**config.mk**
```make
export PLATFORM = sky130hd
export DESIGN_NAME = div_unit
export DESIGN_NICKNAME = d
export VERILOG_FILES = /design/src/rtl/riscv_pkg.sv /design/src/rtl/div_core.sv /design/src/rtl/div_unit.sv
export SDC_FILE = /design/constraint.sdc
export NUM_CORES = 1
export LEC_CHECK = 0
export CAP_MARGIN = 20
export CORE_MARGIN = 2
export CORE_UTILIZATION = 38
export CTS_CLUSTER_DIAMETER = 150
export CTS_CLUSTER_SIZE = 14
export DETAILED_ROUTE_END_ITERATION = 10
export GPL_TIMING_DRIVEN = 0
export PLACE_DENSITY_LB_ADDON = 0.08
export SYNTH_ARGS = -nofsm -noshare
export SYNTH_HDL_FRONTEND = slang
export SYNTH_SLANG_ARGS = --single-unit
```
**constraint.sdc**
```tcl
create_clock -name i_clk -period 5.7 [get_ports i_clk]
set_input_delay 0.57 -clock i_clk [delete_from_list [all_inputs] [get_ports i_clk]]
set_output_delay 0.57 -clock i_clk [all_outputs]
set_load 0.005 [all_outputs]
```
**src/rtl/riscv_pkg.sv**
```systemverilog
// Shared RV32 definitions used by the iterative divide unit.
package riscv_pkg;

    localparam int unsigned XLEN  = 32;
    localparam int unsigned CNT_W = $clog2(XLEN + 1);

    typedef enum logic [1:0] {
        OpDiv  = 2'b00,
        OpDivu = 2'b01,
        OpRem  = 2'b10,
        OpRemu = 2'b11
    } div_op_e;

    typedef enum logic [1:0] {
        StIdle = 2'b00,
        StRun  = 2'b01,
        StDone = 2'b10
    } div_state_e;

endpackage

```
**src/rtl/div_core.sv**
```systemverilog
// Unsigned restoring shift-subtract datapath: one quotient bit per step.
module div_core
    import riscv_pkg::*;
(
    input  logic            i_clk,
    input  logic            i_rst,
    input  logic            i_load,
    input  logic            i_step,
    input  logic [XLEN-1:0] i_dividend,
    input  logic [XLEN-1:0] i_divisor,
    output logic            o_last,
    output logic [XLEN-1:0] o_quot_nxt,
    output logic [XLEN-1:0] o_rem_nxt
);

    logic [XLEN-1:0]  r_rem;
    logic [XLEN-1:0]  r_quot;
    logic [XLEN-1:0]  r_divisor;
    logic [CNT_W-1:0] r_count;

    logic [XLEN:0]    w_shift;
    logic             w_ge;
    logic [XLEN-1:0]  w_rem_nxt;
    logic [XLEN-1:0]  w_quot_nxt;

    // The shifted remainder needs XLEN+1 bits; after the restore step it fits in XLEN again.
    always_comb begin
        w_shift    = {r_rem, r_quot[XLEN-1]};
        w_ge       = w_shift >= {1'b0, r_divisor};
        w_rem_nxt  = w_ge ? (w_shift[XLEN-1:0] - r_divisor) : w_shift[XLEN-1:0];
        w_quot_nxt = {r_quot[XLEN-2:0], w_ge};
    end

    always_ff @(posedge i_clk) begin
        if (i_rst) begin
            r_rem     <= '0;
            r_quot    <= '0;
            r_divisor <= '0;
            r_count   <= '0;
        end else if (i_load) begin
            r_rem     <= '0;
            r_quot    <= i_dividend;
            r_divisor <= i_divisor;
            r_count   <= CNT_W'(XLEN);
        end else if (i_step) begin
            r_rem     <= w_rem_nxt;
            r_quot    <= w_quot_nxt;
            r_count   <= r_count - CNT_W'(1);
        end
    end

    assign o_last     = (r_count == CNT_W'(1));
    assign o_quot_nxt = w_quot_nxt;
    assign o_rem_nxt  = w_rem_nxt;

endmodule

```
**src/rtl/div_unit.sv**
```systemverilog
// RV32M DIV/DIVU/REM/REMU unit with pipeline stall; define DIV_SHORTCUT_EN to
// finish divide-by-zero and signed overflow in a single cycle.
module div_unit
    import riscv_pkg::*;
(
    input  logic            i_clk,
    input  logic            i_rst,
    input  logic            i_start,
    input  logic [1:0]      i_op,
    input  logic            i_flush,
    input  logic [XLEN-1:0] i_a,
    input  logic [XLEN-1:0] i_b,
    output logic            o_stall,
    output logic            o_valid,
    output logic [XLEN-1:0] o_result
);

    div_state_e      r_state, w_state_nxt;
    logic            r_is_rem, r_neg_q, r_neg_r;
    logic [XLEN-1:0] r_result, w_result_nxt;

    div_op_e         w_op;
    logic            w_signed, w_a_neg, w_b_neg, w_b_zero;
    logic [XLEN-1:0] w_a_mag, w_b_mag;
    logic            w_load, w_step, w_last;
    logic [XLEN-1:0] w_q, w_r, w_fin;

    assign w_op     = div_op_e'(i_op);
    assign w_signed = (w_op == OpDiv) || (w_op == OpRem);
    assign w_a_neg  = w_signed & i_a[XLEN-1];
    assign w_b_neg  = w_signed & i_b[XLEN-1];
    assign w_b_zero = (i_b == '0);
    assign w_a_mag  = w_a_neg ? (XLEN'(0) - i_a) : i_a;
    assign w_b_mag  = w_b_neg ? (XLEN'(0) - i_b) : i_b;

`ifdef DIV_SHORTCUT_EN
    logic            w_ovf, w_shortcut;
    logic [XLEN-1:0] w_short_res;

    assign w_ovf       = w_signed & (i_a == {1'b1, {(XLEN-1){1'b0}}}) & (i_b == '1);
    assign w_shortcut  = w_b_zero | w_ovf;
    assign w_short_res = i_op[1] ? (w_b_zero ? i_a : '0)
                                 : (w_b_zero ? '1 : {1'b1, {(XLEN-1){1'b0}}});
`endif

    div_core u_core (
        .i_clk      (i_clk),
        .i_rst      (i_rst),
        .i_load     (w_load),
        .i_step     (w_step),
        .i_dividend (w_a_mag),
        .i_divisor  (w_b_mag),
        .o_last     (w_last),
        .o_quot_nxt (w_q),
        .o_rem_nxt  (w_r)
    );

    // Quotient is never negated for b==0 so it stays all-ones.
    assign w_fin = r_is_rem ? (r_neg_r ? (XLEN'(0) - w_r) : w_r)
                            : (r_neg_q ? (XLEN'(0) - w_q) : w_q);

    always_comb begin
        w_state_nxt  = r_state;
        w_result_nxt = r_result;
        w_load       = 1'b0;
        w_step       = 1'b0;
        case (r_state)
            StIdle: begin
                if (i_start) begin
`ifdef DIV_SHORTCUT_EN
                    if (w_shortcut) begin
                        w_state_nxt  = StDone;
                        w_result_nxt = w_short_res;
                    end else begin
                        w_load      = 1'b1;
                        w_state_nxt = StRun;
                    end
`else
                    w_load      = 1'b1;
                    w_state_nxt = StRun;
`endif
                end
            end
            StRun: begin
                w_step = 1'b1;
                if (w_last) begin
                    w_state_nxt  = StDone;
                    w_result_nxt = w_fin;
                end
            end
            StDone:  w_state_nxt = StIdle;
            default: w_state_nxt = StIdle;
        endcase
        if (i_flush) begin
            w_state_nxt  = StIdle;
            w_result_nxt = r_result;
            w_load       = 1'b0;
            w_step       = 1'b0;
        end
    end

    always_ff @(posedge i_clk) begin
        if (i_rst) begin
            r_state  <= StIdle;
            r_result <= '0;
            r_is_rem <= 1'b0;
            r_neg_q  <= 1'b0;
            r_neg_r  <= 1'b0;
        end else begin
            r_state  <= w_state_nxt;
            r_result <= w_result_nxt;
            if (w_load) begin
                r_is_rem <= i_op[1];
                r_neg_q  <= (w_a_neg ^ w_b_neg) & ~w_b_zero;
                r_neg_r  <= w_a_neg;
            end
        end
    end

    assign o_stall  = ~i_flush & (((r_state == StIdle) & i_start) | (r_state == StRun));
    assign o_valid  = (r_state == StDone) & ~i_flush;
    assign o_result = r_result;

endmodule
```
# Yosys cells after proc, flatten, opt, wreduce, memory -nomap -nowiden
# Cells that the tools add are included.
# word_totals
register_bits	139
inputBits	70
output_inout_bits	34
# classes
n_addsub	6
magnitude_cmp	1
n_eq_ne	6
n_mux	18
bitwise_logic	10
n_reduce_logical	9
# ops
op	n
two-way mux 32 bit	8
subtractor 1 x 32 -> 32 bit (first input constant)	4
>= comparator 33 x 32 -> 1 bit	1
zero test 32 bit	1
subtractor 32 bit	1
two-way mux 6 bit	2
AND 1 bit	6
== test 6 x 1 -> 1 bit (second input constant)	1
subtractor 6 x 1 -> 6 bit (second input constant)	1
two-way mux 1 bit	5
== test 2 bit (second input constant)	2
zero test 2 bit	2
two-way mux 2 bit	2
one-hot mux 2 bit (2 select lines)	1
OR reduction 2 bit	2
AND reduction 3 bit	1
== test 2 x 1 -> 1 bit (second input constant)	1
!= test 2 x 1 -> 1 bit (second input constant)	1
!= test 2 bit (second input constant)	1
NOT 1 bit	2
AND reduction 2 bit	1
nonzero test 2 bit	1
logical OR 1 bit	1
OR 1 bit	1
bitwise XOR 1 bit	1

# Depth between registers and ports, before layout
# depth
ltp_word	5
mapped_depth	25

# Cells and area by module
# A second synthesis with hierarchy kept.
# unflattened
hier_cells	1423
area_unflattened_um2	10896.7
# by_module_without_submodules
module	instances	cells_per_inst	area_per_inst_um2
div_core	1	813	6491.2
div_unit	1	610	4405.5

# Worst setup path before layout
# OpenSTA, ideal clock, no wires.
# synth_timing
path_type	reg2reg
from	reg u_core.r_rem[8]
to	reg r_result[26], in the netlist o_result[26]
setup_ps	91
t_arrival_ps	4778
setup_slack_ps	831
stages_incl_launch_ff	24
period_less_slack_ps	4869
cell_sequence	dfxtp_1 ha_1 buf_2 nand4_1 nor3_1 o211ai_1 a211o_1 nand2_2 buf_4 buf_2 buf_2 mux2i_1 ha_1 inv_1 nor3_1 nand4_1 or3_1 nor4_1 a41oi_1 o21bai_1 o41ai_2 xnor2_1 nand2_1 a311oi_1
# synth_via
elab_chain_cells	5
word_cells_on_any_way	8
classes_between	3 x add/sub; 1 x order compare; 4 x mux
# synth_rtl
item	line	text
start, declared	div_core.sv:16	logic [XLEN-1:0] r_rem;
start signal, assigned	div_core.sv:46	r_rem <= w_rem_nxt;
subtractor 32 bit or >= comparator 33 x 32 -> 1 bit (tied branches)	div_core.sv:30, div_core.sv:29	
two-way mux 32 bit	div_core.sv:30	w_rem_nxt = w_ge ? (w_shift[XLEN-1:0] - r_divisor) : w_shift[XLEN-1:0];
subtractor 1 x 32 -> 32 bit	div_unit.sv:59	assign w_fin = r_is_rem ? (r_neg_r ? (XLEN'(0) - w_r) : w_r)
two-way mux 32 bit	div_unit.sv:59	
two-way mux 32 bit *	div_unit.sv:59	
end signal, assigned	div_unit.sv:111	r_result <= w_result_nxt;
end, declared	div_unit.sv:20	logic [XLEN-1:0] r_result, w_result_nxt;
# Mark *: on every way between the ends. The rest lies on a longest branch, timed or not.
# A chain may end at the register's enable or synchronous reset.

# Worst setup path in the final report
# layout_timing
from	reg u_core.r_rem[10]
to	reg r_result[26], in the netlist o_result[26]
# The elaborated chain is that of the path after synthesis.

==> results.md <==
- Crit path max fanout: 10
- TritonCTS buffer count: 17
- Worst hold slack: about 0.45 ns
- H-Tree Depth: 4
- Critical path launch point type: flop
- Tmin final: roughly 5.4 ns
- # IOs: approximately 100
- Synth area leaders: dfxtp_1, nor2_1, nand2_1
- Clock Skews: roughly 0.015 ns
- Layout area overhead: 20.37%
- Mapped cell area: 11130 sq um
- Final core utilization: a little under half
- Worst hold stages: 2
- Reg2Reg Setup Slack: roughly 0.29 ns
- Slew Viols, Final: 0
- Combinational share of power: about 37%
- Clock Latency Late Sink: approximately 0.44 ns
- Routability cong.: around 0.94
- Post-synth top area share: 24.99%
- Root Buffer: clkbuf_16
- Routed Antenna Nets: 0
- Total track usage: between 20 and 30%
- Min-delay src: o_result[27]
- Crit path required time: between 6 and 7 ns
- Full die area: between 30000 and 40000 sq um
- Syn avg cell area: approximately 7.4 sq um
- Synth Instances: 1512
- Avg WL per Cell: just under 20 um
- Pre-antenna DRT Iters: 6
- Least-Margin Pin Slew: 0.8715 ns
- Global route total overflow: 0
- Hold Path Sink: o_result[27]
- Clock transition at the registers of the reported paths: 0.07 ns
- Hold buffers post-CTS: 0
- DP Area: between 10000 and 15000 sq um
- Max stage delay on crit path: approximately 0.4 ns
- Cell variety after synth: 84
- Initial DRC count: between 1000 and 1500
- Port bufs: a little over 100
- First-pass GRT wire length: ~61000 um
- Period utilization: around 95%
- Commonest non-fill, non-tap cell in the layout: nor2_1
- Clock power share: between 30% and 40%
- Crit Path Category: flop to flop
- Power Density: between 200 and 300 nW/um^2
- Routed WL: around 39000 um
- Status: completed
- R2R Path Start: u_core.r_rem[10]
- Yosys top cell by area: dfxtp_1
- Sum Neg Setup Slack: 0 ns
- Reg2Reg Depth: 22
- Net Sw Frac: between 30% and 40%
- Layout Cell Area excl Fill: about 13000 sq um
- Hold Vio Cnt, Final: 0
- Commonest cells after routing, fill and taps aside: nor2_1, nand2_1, dfxtp_1
- Vias in the first global route: 10870
- Initial Util: between 30% and 40%
- Clock sinks: between 100 and 150
- Critical-path top delay cell: dfxtp_1
- P_sw: 1.337 mW
- Worst path cell trace: ha_1, buf_2, nand4_1, nor3_4, o211ai_1, a211o_1, nand2_4, buf_12, buf_6, mux2i_4, ha_1, inv_1, nor3_2, nand4_1, or3_1, nor4_2, a41oi_1, o21bai_4, o41ai_4, xnor2_1, nand2_1, a311oi_1
- Seq pwr share: 31.0%
- CTS tree: built
- Cell Int Power: approximately 2.1 mW
- Ys flop type: dfxtp_1
- Max_cap viols: 0
- Clock Tree Buf Depth: 2
- HPWL Detailed: 31370 um
- Synth warn: 0
- Setup-failing EPs final: 0
- Via count: between 10000 and 15000
- Syn nets: between 1500 and 2000
- Core area: roughly 29000 sq um
- Ant diodes: 0
- Max_slew headroom: 41.36%
- Min-delay worst type: flop to flop
- Critical Path AT: 5.76 ns
- Reg2reg end: o_result[26]
- Layout cells sized above 1: between 6 and 7%
- Leak Pwr: around 4.8 nW
- Row Count: 62
- Die height: roughly 180 um
- FMAX: between 150 and 200 MHz
- Largest net degree at the start of global routing: 20
- #FFs+latches synth: 139
- Antenna violations before repair: 1
- Async set-reset flop share out of synthesis: 0%
- VDD IR-drop max: 224.5 uV
- DRC Markers: 0
- Total design power: between 3 and 4 mW
- Post-synthesis sequential area ratio: ~25%
- Post-synth EDFFs: 0
- Vias/cell: ~5.7
- Worst Setup End Kind: flop
- Chip width: between 150 and 200 um
- Final net count: 1749
- WP buf/inv: 4
- CP delay by family, top: compound AO/OA/AOI/OAI gates
==> layout make-up <==
class / instances / area [sq um]
Buffer: 90 / 399.1
Sequential cell: 139 / 2785
Fill cell: 2954 / 15380
Tap cell: 384 / 480.5
Clock buffer: 18 / 439.2
Clock inverter: 14 / 122.6
Inverter: 61 / 229.0
Multi-Input combinational cell: 1216 / 7826
Timing Repair Buffer: 115 / 1121
==> registers in the layout, indices dropped and copies added, names as in the netlist <==
register / count
r_state: 2
u_core.r_rem: 32
u_core.r_count: 6
r_neg_q: 1
u_core.r_quot: 32
r_is_rem: 1
r_neg_r: 1
o_result: 32
u_core.r_divisor: 32
==> worst reg2reg max path: stages (launching register included) <==
cell      delay [ns]
dfxtp_1         0.40
ha_1            0.31
buf_2           0.18
nand4_1         0.23
nor3_4          0.31
o211ai_1        0.24
a211o_1         0.40
nand2_4         0.15
buf_12          0.16
buf_6           0.18
mux2i_4         0.29
ha_1            0.21
inv_1           0.09
nor3_2          0.16
nand4_1         0.15
or3_1           0.40
nor4_2          0.17
a41oi_1         0.13
o21bai_4        0.27
o41ai_4         0.38
xnor2_1         0.19
nand2_1         0.08
a311oi_1        0.27
==> cells by family (layout without fill, tap and decap cells) <==
| family | after synthesis | after routing | synth area share [%] |
|---|---|---|---|
| compound gates | 453 | 453 | 27.91 |
| xor+xnor | 137 | 137 | 10.78 |
| fa+ha+maj | 39 | 39 | 4.450 |
| buf+inv | 157 | 298 | 5.619 |
| flops | 139 | 139 | 24.99 |
| mux | 27 | 27 | 2.495 |
| simple gates | 560 | 560 | 23.76 |
==> per-stage QoR <==
step                      setup slack [ns]  instances
after detailed placement           -0.8028       2000
after global placement             -0.8647       1999
final                               0.2912       2037
after floorplan                     0.8308       1512
after CTS                         0.004502       2032
after global routing             -0.002397       2037
==> cells in the mapped netlist, types with 7 or more instances <==
cell type and n:
nor2_1 178, clkbuf_1 72, a211oi_1 50, o211ai_1 14, o31ai_1 18, xor2_1 66
buf_2 17, o41ai_1 11, or3_1 17, a21o_1 12, nor2b_1 7, nand3b_1 7
nand2_1 170, a311oi_1 33, ha_1 38, xnor2_1 71, inv_1 61, nor4_1 27
a21oi_1 94, nand2b_1 13, or4_1 10, o21ai_0 96, o21bai_1 7, nand4_1 14
a21boi_0 31, o21ai_1 8, dfxtp_1 139, and3_1 18, nor3_1 43, nand3_1 17
mux2i_1 21, and2_1 13, a31oi_1 11
==> power by group through the flow <==
stage	combinational, mW	clock, mW	sequential (mW)
floorplan	0.840	0	1.07
global placement	1.19	0	1.08
detailed placement	1.19	0	1.08
CTS	1.21	1.11	1.06
global route	1.38	1.16	1.06
finish	1.26	1.10	1.06
==> what timing repair did <==
action	CTS	global route
setup endpoints to repair	9	6
resized for setup	16	14
endpoints found under the hold margin	0	0
pin swaps	4	6
buffers inserted	3	8
==> per-layer routing <==
layer | vias to the layer above | wire length, um | part of all wire [%] | global-route usage (%)
met5 | - | 11 | 0.028 | 0
met4 | 2 | 800 | 2.0 | 7.187
met3 | 43 | 1902 | 4.9 | 3.634
met2 | 280 | 17480 | 45 | 39.45
met1 | 5604 | 18990 | 48 | 36.15
li1 | 5730 | - | - | -
==> worst max path at each step <==
stage          slack (ns)  cells past startpoint      endpoint             start
3_3_place_gp        -0.86                     23  o_result[26]   u_core.r_rem[8]
3_5_place_dp        -0.80                     23  o_result[26]   u_core.r_rem[8]
2_1_floorplan        0.83                     23  o_result[26]   u_core.r_rem[8]
4_1_cts             0.005                     23  o_result[26]  u_core.r_rem[17]
6_report             0.29                     22  o_result[26]  u_core.r_rem[10]
5_1_grt            -0.002                     22  o_result[26]   u_core.r_rem[8]
Power figures use the tool's default switching activity.
